$ cat src/rtl/boot_load_cpu.sv
// -----------------------------------------------------------------------------
// boot_load_cpu
//
// Accumulator CPU core. After reset it copies BOOT_LEN words from an external
// combinational-read ROM into an external RAM. It then fetches and executes
// 8-bit instructions from that RAM. Each instruction is opcode[7:4] and
// operand[3:0], and takes one FETCH cycle plus one EXEC cycle.
//
// Optional feature (macro CPU_CARRY_JUMP_EN):
//   - Adds a carry flag, written by ADD (carry-out) and SUB (borrow).
//   - Adds opcode B = JC and a 1-bit `carry` output.
//   - When the macro is undefined, opcode B is a NOP.
//
// Ports:
//   clk        rising-edge clock
//   rst        asynchronous, active-low reset
//   rom_addr   ROM read address (boot count during BOOT, 0 otherwise)
//   rom_data   ROM read data, combinational from rom_addr
//   ram_addr   RAM address (boot count, pc, or operand)
//   ram_wdata  RAM write data
//   ram_rdata  RAM read data, combinational from ram_addr
//   ram_wr_en  RAM write strobe (BOOT and STA execute only)
//   boot_done  high once the copy has completed, sticky until reset
//   halted     high once HLT has executed, sticky until reset
//   acc        accumulator value
//   carry      carry flag (only with CPU_CARRY_JUMP_EN)
// -----------------------------------------------------------------------------
module boot_load_cpu #(
  parameter int WORD_SIZE = 8,
  parameter int ADDR_SIZE = 8,
  parameter int BOOT_LEN  = 16
) (
  input  logic                 clk,
  input  logic                 rst,
  output logic [ADDR_SIZE-1:0] rom_addr,
  input  logic [WORD_SIZE-1:0] rom_data,
  output logic [ADDR_SIZE-1:0] ram_addr,
  output logic [WORD_SIZE-1:0] ram_wdata,
  input  logic [WORD_SIZE-1:0] ram_rdata,
  output logic                 ram_wr_en,
  output logic                 boot_done,
  output logic                 halted,
`ifdef CPU_CARRY_JUMP_EN
  output logic                 carry,
`endif
  output logic [WORD_SIZE-1:0] acc
);

  typedef enum logic [1:0] {ST_BOOT, ST_FETCH, ST_EXEC, ST_HALT} state_t;

  typedef enum logic [3:0] {
    OP_NOP = 4'h0, OP_LDA = 4'h1, OP_STA = 4'h2, OP_ADD = 4'h3,
    OP_SUB = 4'h4, OP_AND = 4'h5, OP_OR  = 4'h6, OP_XOR = 4'h7,
    OP_LDI = 4'h8, OP_JMP = 4'h9, OP_JZ  = 4'hA, OP_JC  = 4'hB,
    OP_HLT = 4'hF
  } opcode_t;

  state_t               state, state_d;
  logic [3:0]           count, count_d;
  logic [3:0]           pc, pc_d;
  logic [WORD_SIZE-1:0] ir, ir_d;
  logic [WORD_SIZE-1:0] acc_d;
  logic                 zf, zf_d;
  logic                 upd_z;
  logic [3:0]           op;
  logic [3:0]           a;

  assign op = ir[WORD_SIZE-1 -: 4];
  assign a  = ir[3:0];

  // Status flags follow directly from the state, so they are sticky by
  // construction and clear as soon as reset forces BOOT.
  assign boot_done = (state != ST_BOOT);
  assign halted    = (state == ST_HALT);

  // NOTE: sequential state uses non-blocking assignments so that every flop
  // samples its pre-edge inputs, whatever order the statements are written in.
  always_ff @(posedge clk or negedge rst) begin
    if (!rst) begin
      state <= ST_BOOT;
      count <= '0;
      pc    <= '0;
      ir    <= '0;
      acc   <= '0;
      zf    <= 1'b0;
    end else begin
      state <= state_d;
      count <= count_d;
      pc    <= pc_d;
      ir    <= ir_d;
      acc   <= acc_d;
      zf    <= zf_d;
    end
  end

`ifdef CPU_CARRY_JUMP_EN
  logic cf_d;
  always_ff @(posedge clk or negedge rst) begin
    if (!rst) carry <= 1'b0;
    else      carry <= cf_d;
  end
`endif

  // NOTE: every variable driven here gets a default first, so no path can
  // leave one unassigned and infer a latch.
  always_comb begin
    state_d   = state;
    count_d   = count;
    pc_d      = pc;
    ir_d      = ir;
    acc_d     = acc;
    zf_d      = zf;
    upd_z     = 1'b0;
    rom_addr  = '0;
    ram_addr  = '0;
    ram_wdata = '0;
    ram_wr_en = 1'b0;
`ifdef CPU_CARRY_JUMP_EN
    cf_d      = carry;
`endif

    unique case (state)
      ST_BOOT: begin
        rom_addr  = ADDR_SIZE'(count);
        ram_addr  = ADDR_SIZE'(count);
        ram_wdata = rom_data;
        ram_wr_en = 1'b1;
        count_d   = count + 4'd1;
        if (count == 4'(BOOT_LEN - 1)) state_d = ST_FETCH;
      end

      ST_FETCH: begin
        ram_addr = ADDR_SIZE'(pc);
        ir_d     = ram_rdata;
        pc_d     = pc + 4'd1;  // 4-bit pc wraps 15 -> 0
        state_d  = ST_EXEC;
      end

      ST_EXEC: begin
        state_d = ST_FETCH;
        case (op)
          OP_LDA: begin
            ram_addr = ADDR_SIZE'(a);
            acc_d    = ram_rdata;
            upd_z    = 1'b1;
          end
          OP_STA: begin
            ram_addr  = ADDR_SIZE'(a);
            ram_wdata = acc;
            ram_wr_en = 1'b1;
          end
          OP_ADD: begin
            ram_addr = ADDR_SIZE'(a);
`ifdef CPU_CARRY_JUMP_EN
            {cf_d, acc_d} = {1'b0, acc} + {1'b0, ram_rdata};
`else
            acc_d = acc + ram_rdata;
`endif
            upd_z = 1'b1;
          end
          OP_SUB: begin
            ram_addr = ADDR_SIZE'(a);
            acc_d    = acc - ram_rdata;
`ifdef CPU_CARRY_JUMP_EN
            cf_d     = (acc < ram_rdata);
`endif
            upd_z    = 1'b1;
          end
          OP_AND: begin
            ram_addr = ADDR_SIZE'(a);
            acc_d    = acc & ram_rdata;
            upd_z    = 1'b1;
          end
          OP_OR: begin
            ram_addr = ADDR_SIZE'(a);
            acc_d    = acc | ram_rdata;
            upd_z    = 1'b1;
          end
          OP_XOR: begin
            ram_addr = ADDR_SIZE'(a);
            acc_d    = acc ^ ram_rdata;
            upd_z    = 1'b1;
          end
          OP_LDI: begin
            acc_d = {{(WORD_SIZE-4){1'b0}}, a};
            upd_z = 1'b1;
          end
          OP_JMP: pc_d = a;
          OP_JZ:  if (zf) pc_d = a;
`ifdef CPU_CARRY_JUMP_EN
          OP_JC:  if (carry) pc_d = a;
`endif
          OP_HLT: state_d = ST_HALT;
          default: ;  // NOP and unassigned opcodes
        endcase
      end

      ST_HALT: ;  // absorbing: no bus activity, registers frozen

      default: state_d = ST_BOOT;
    endcase

    if (upd_z) zf_d = (acc_d == '0);

    // Buses stay quiet while reset is held, even though the state is BOOT.
    if (!rst) begin
      rom_addr  = '0;
      ram_addr  = '0;
      ram_wdata = '0;
      ram_wr_en = 1'b0;
    end
  end

endmodule

$ cat config.mk
export PLATFORM = sky130hd
export DESIGN_NAME = boot_load_cpu
export DESIGN_NICKNAME = d
export VERILOG_FILES = /design/src/rtl/boot_load_cpu.sv
export SDC_FILE = /design/constraint.sdc
export NUM_CORES = 1
export LEC_CHECK = 0
export BUFFER_PORTS_ARGS = -buffer_cell sky130_fd_sc_hd__buf_2
export CORE_MARGIN = 2
export CORE_UTILIZATION = 45
export CTS_CLUSTER_SIZE = 40
export DETAILED_ROUTE_END_ITERATION = 12
export PLACE_DENSITY = 0.68
export SYNTH_ARGS = -nofsm -noshare
export SYNTH_HDL_FRONTEND = slang
export SYNTH_SLANG_ARGS = --single-unit
$ cat constraint.sdc
create_clock -name clk -period 4.55 [get_ports clk]
set_clock_uncertainty 0.15 [all_clocks]
set_input_delay 0.455 -clock clk [delete_from_list [all_inputs] [get_ports clk]]
set_output_delay 0.455 -clock clk [all_outputs]
set_load 0.005 [all_outputs]
==> results.json, run 1 <==
{
  "row_count": 27,
  "overflow": 0,
  "max_cap_viol_count": 0,
  "ctsHoldBuffers": 0,
  "postCtsSetupBuffers": 0,
  "grt_pass1_vias": 2122,
  "antenna_left": 0,
  "finalCritPeriodShare_pct": 81.8,
  "placed_area_um2": 2870,
  "drt_iter0_markers": 274,
  "grt_max_degree": 35,
  "ys_seq_area_share_pct": 25.8,
  "tightest_slew_ps": 977,
  "synth.avg_cell_area_um2": 8.44,
  "routedWlPerCell_um": 16.2,
  "dieArea_um2": 6460,
  "io_pins": 53,
  "initial_utilization_pct": 47.1,
  "slew_headroom_pct": 34.4,
  "ys_ff_latch": 27,
  "power_density_nw_per_um2": 673,
  "synth_area_um2": 2620,
  "finalSetupTns_ps": 0,
  "grtUsageTotal_pct": 22.2,
  "finalInstanceArea_um2": 2920,
  "status": "finished clean",
  "drc": 0,
  "critPathRequiredTime_ps": 4600,
  "hold_ws_ps": 49.9,
  "min_path_type": "in -> async",
  "gp_congestion": 0.907,
  "grt_first_pass_wirelength_um": 11100,
  "max_freq_mhz": 269,
  "path_max_fanout": 21,
  "max-clock-path-buffers": 2,
  "layout.nets": 400,
  "ys_dominant_reg_cell": "dfrtp_1",
  "synthDistinctLibCells": 50,
  "cp-end-kind": "register",
  "fin_crit_ps": 3720,
  "yosysTopAreaCellShare_pct": 25.8,
  "synthToLayoutAreaGrowth_pct": 11.2,
  "io_buffer_count": 44,
  "peakVddDrop_uv": 267,
  "path_class": "reg -> reg",
  "hold_violations": 0,
  "vias_per_cell": 5.70,
  "via_count": 2394,
  "synthMostInstantiatedCell": "ha_1",
  "ctsResizeCount": 0,
  "worstPathArrival_ps": 3770,
  "clock_latency_ps": 290,
  "hpwl_um": 5120,
  "setup_violations": 0,
  "cts-root-buf": "clkbuf_8",
  "drt-total-wl_um": 6800,
  "maxSlewViolCount": 0,
  "cts.clk_slew.worst_paths_ps": 100,
  "drt-pass1-iter-count": 4,
  "async_reset_ff_share_pct": 100,
  "clock-sinks": 27,
  "die_y_um": 80.4,
  "htreeDepth": 1,
  "crit_path_start_kind": "register",
  "die_w_um": 80.4,
  "synth_cells": 311,
  "synth_top_cells_by_count": "32 x ha_1, 30 x nor2_1, 27 x dfrtp_1",
  "yosysWarnings": 0,
  "synth_area_leader_cell": "dfrtp_1",
  "antenna_found_initial": 0,
  "drive_gt1_share_pct": 20.4,
  "rsz0062_at_grt": "no",
  "cts_tree": "done",
  "netlist_top_cells_area": "dfrtp_1 26%, ha_1 15%, mux2_2 5.2%, nor2_1 4.3%, inv_1 3.4%",
  "power_leakage_nw": 1.37,
  "numCtsBuffers": 3,
  "core_um2": 5570,
  "synth_edf_count": 0,
  "r2r_cells": 10,
  "diodes": 0
}
-- per-layer routing --
| layer | GRT usage (%) | part of all wire, % |
|---|---|---|
| met1 | 32.9 | 48 |
| met2 | 34.2 | 44 |
| met3 | 1.80 | 5.8 |
| met4 | 6.61 | 1.7 |
| met5 | 0 | 0 |
-- report_power, final --
group	internal, mW	leakage, nW	total (mW)	switching, mW
sequential	0.360	0.326	0.530	0.170
combinational	0.569	1.02	1.29	0.716
clock	0.0632	0.0228	0.147	0.0838
-- through the flow --
stage / setup WS, ps / util [%] / std cells / power, mW
2_1_floorplan: 1270 / - / 318 / 1.44
3_3_place_gp: 983 / 51.5 / 416 / 1.78
3_5_place_dp: 872 / 51.5 / 416 / 1.80
4_1_cts: 874 / 52.3 / 420 / 1.95
5_1_grt: 500 / 52.3 / 420 / 2.15
6_report: 830 / 52.3 / 420 / 1.96
-- logic make-up after synthesis --
logic type,Yosys count,synth area share [%]
AOI/OAI and AO/OA,81,20.8
muxes,17,7.06
and+or+nand+nor,93,17.9
xor gates and xnor gates,13,4.34
DFF,27,25.8
adders and majority gates,33,16.0
buffers and inverters,46,7.96
other,1,0.143
-- area by class of cell --
class / instances / area, um2
Sequential cell: 27 / 676
Multi-Input combinational cell: 245 / 1770
Tap cell: 72 / 90.1
Fill cell: 528 / 2660
Inverter: 24 / 90.1
Clock buffer: 4 / 45.0
Timing Repair Buffer: 48 / 250
-- cells in the final DEF (no fill, tap or decap), drive strengths merged, types with 2 or more instances in the layout --
cell    Yosys  routed
nand2      17      17
o211ai      3       3
dfrtp      27      27
nand2b      4       4
a21oi      17      17
o31ai       2       2
nor2b       9       9
mux2i       5       5
a221o       3       3
nand3       6       6
and3        6       6
buf        14      48
a31oi       5       5
a211oi      2       2
nor4        2       2
a22oi      11      11
o22ai       3       3
o21a        3       3
or2         2       2
nor4b       2       2
clkbuf      8       4
inv        24      24
a32oi       2       2
o32ai       2       2
o21ai      19      19
xor2        3       3
a222oi      4       4
mux2       12      12
nor3       11      11
nor2       30      30
xnor2      10      10
o31a        2       2
ha         32      32
conb        1       8
-- flip-flops by register name (all words and copies together) (netlist names) --
register,flops
zf,1
count,4
state,2
pc,4
acc,8
ir,8
-- critical path, stage by stage (launching register included) --
cell      delay (ps)
dfrtp_1          330
buf_4            230
nor4b_2          590
mux2_2           430
fa_1             410
nor2b_1          200
nor3_1            80
nor4b_1          430
o211ai_1         150
or3_1            380
o31ai_2          240
-- worst paths after layout --
kind | to | slack [ps] | startpoint
max reg2reg | zf | 830 | ir[6]
max in group asynchronous | count[1] | 3740 | rst
max | zf | 830 | ir[6]
min reg2reg | zf | 390 | zf
min | ir[7] | 50 | rst
min in group clk | ir[7] | 350 | ram_rdata[7]
(Power assumes the default switching activity.)
==> run 2: changes to the inputs <==
==> constraint.sdc (replaced) <==
create_clock -name clk -period 3.6 [get_ports clk]
set_clock_uncertainty 0.15 [all_clocks]
set_input_delay 0.36 -clock clk [delete_from_list [all_inputs] [get_ports clk]]
set_output_delay 0.36 -clock clk [all_outputs]
set_load 0.005 [all_outputs]
==> run 2 against run 1 <==
Effect of this change: first-iteration DRC count shrank 33%; largest cell class unchanged; total power grew 27%; global-route usage grew 0.079 points; count of clock-buffer cells in the layout shrank 1; wire length is essentially flat; register-to-register slack lost 480 ps; critical path type unchanged; hold slack gained 210 ps; critical path depth is the same; sequential share of layout area shrank 0.44 points; combinational power grew 29%.
==> results.json, run 2 (synthesized netlist as in run 1, its figures left out) <==
{
  "tightest_slew_ps": 566,
  "synthToLayoutAreaGrowth_pct": 13.3,
  "cts.clk_slew.worst_paths_ps": 90,
  "layout_common_cells": "44 x buf_2, 32 x ha_1, 30 x nor2_1, 27 x dfrtp_1, 24 x inv_1",
  "r2r_slack_ps": 350,
  "vias_per_cell": 5.72,
  "worstPathArrival_ps": 3290,
  "via_count": 2442,
  "setup_slack_ps": 351,
  "drc": 0,
  "drt_iter0_markers": 183,
  "layout.nets": 407,
  "holdPathStages": 2,
  "power_density_nw_per_um2": 837,
  "finalCritPeriodShare_pct": 90.3,
  "io_pins": 53,
  "final_cell_count_no_fill": 427,
  "min_path_type": "in -> reg",
  "critPathRequiredTime_ps": 3640,
  "peakVddDrop_uv": 417,
  "routedWlPerCell_um": 15.9,
  "grtUsageTotal_pct": 22.3,
  "power_mw": 2.49,
  "status": "finished clean",
  "drt-pass1-iter-count": 5,
  "max-clock-path-buffers": 2,
  "rsz0062_at_grt": "no",
  "row_count": 27,
  "clock_latency_ps": 270,
  "reg_top3": "acc (8), ir (8)",
  "overflow": 0,
  "path_class": "reg -> reg",
  "initial_utilization_pct": 47.1,
  "max_freq_mhz": 308,
  "worstReg2RegEnd": "zf",
  "maxSlewViolCount": 0,
  "fin_crit_ps": 3250,
  "min_from": "ram_rdata[0]",
  "antenna_found_initial": 0,
  "hold_ws_ps": 265,
  "dp_worst_setup_slack_ps": 353,
  "grt_first_pass_wirelength_um": 11200,
  "htreeDepth": 1,
  "dieArea_um2": 6460,
  "cts_tree": "done",
  "placed_area_um2": 2920,
  "clock-sinks": 27,
  "setup_violations": 0,
  "crit_path_start_kind": "register",
  "utilization_pct": 53.3,
  "drive_gt1_share_pct": 22.0,
  "finalInstanceArea_um2": 2970,
  "antenna_left": 0,
  "numCtsBuffers": 3,
  "cts-root-buf": "clkbuf_8",
  "die_w_um": 80.4,
  "hold_end": "ir[0]",
  "r2r_cells": 10,
  "max_cap_viol_count": 0,
  "grt_max_degree": 27,
  "slew_headroom_pct": 62.3,
  "cp-end-kind": "register",
  "grt_pass1_vias": 2215,
  "core_um2": 5570,
  "finalSetupTns_ps": 0,
  "gp_congestion": 0.904,
  "die_y_um": 80.4,
  "drt-total-wl_um": 6810,
  "dpl.cell_count": 422,
  "power_leakage_nw": 1.41,
  "io_buffer_count": 44,
  "path_max_fanout": 3,
  "hold_violations": 0,
  "final_common_cell": "buf_2",
  "hpwl_um": 5300,
  "r2r_start": "ir[4]",
  "diodes": 0
}
run 2: area by class of cell:
type	count	area, um2
well taps	72	90.1
repair buffers	55	305
inverters	24	90.1
fillers	545	2600
clock inverters	1	5.00
flip-flops and latches	27	676
multi-input cells	245	1770
clock buffers	3	41.3
run 2: where the power goes:
part           switching [mW]  internal [mW]  leakage (nW)
clock network          0.0921         0.0774        0.0255
logic                   0.924          0.742          1.06
registers               0.196          0.455         0.326
run 2: repair_timing:
item	in CTS	in global routing
hold buffers	1	0
resized for setup	0	0
buffers inserted	0	0
hold endpoints to repair	6	0
run 2: how the worst max path moves through the flow:
stage	startpoint	end	slack (ps)	cells past startpoint
after global placement	ram_rdata[0]	zf	410	11
after detailed placement	ram_rdata[0]	zf	350	11
after floorplan	ir[4]	zf	320	10
final	ir[4]	zf	350	10
after global routing	ir[4]	zf	100	10
after CTS	ir[4]	zf	350	9
run 2: critical path, stage by stage (launching register included):
cell      delay [ps]
dfrtp_1          400
nor4b_2          370
mux2_2           410
fa_1             420
nor2b_1          190
o31a_1           190
a211oi_1          80
nor4_2           260
o211ai_1         120
or3_1            380
o31ai_2          220
run 2: routing by layer:
layer	vias up	GRT usage (%)	wire (um)
met5	-	0	0
met4	0	3.22	34
met3	2	2.47	468
met2	91	35.9	3060
met1	1159	32.7	3240
li1	1190	-	-
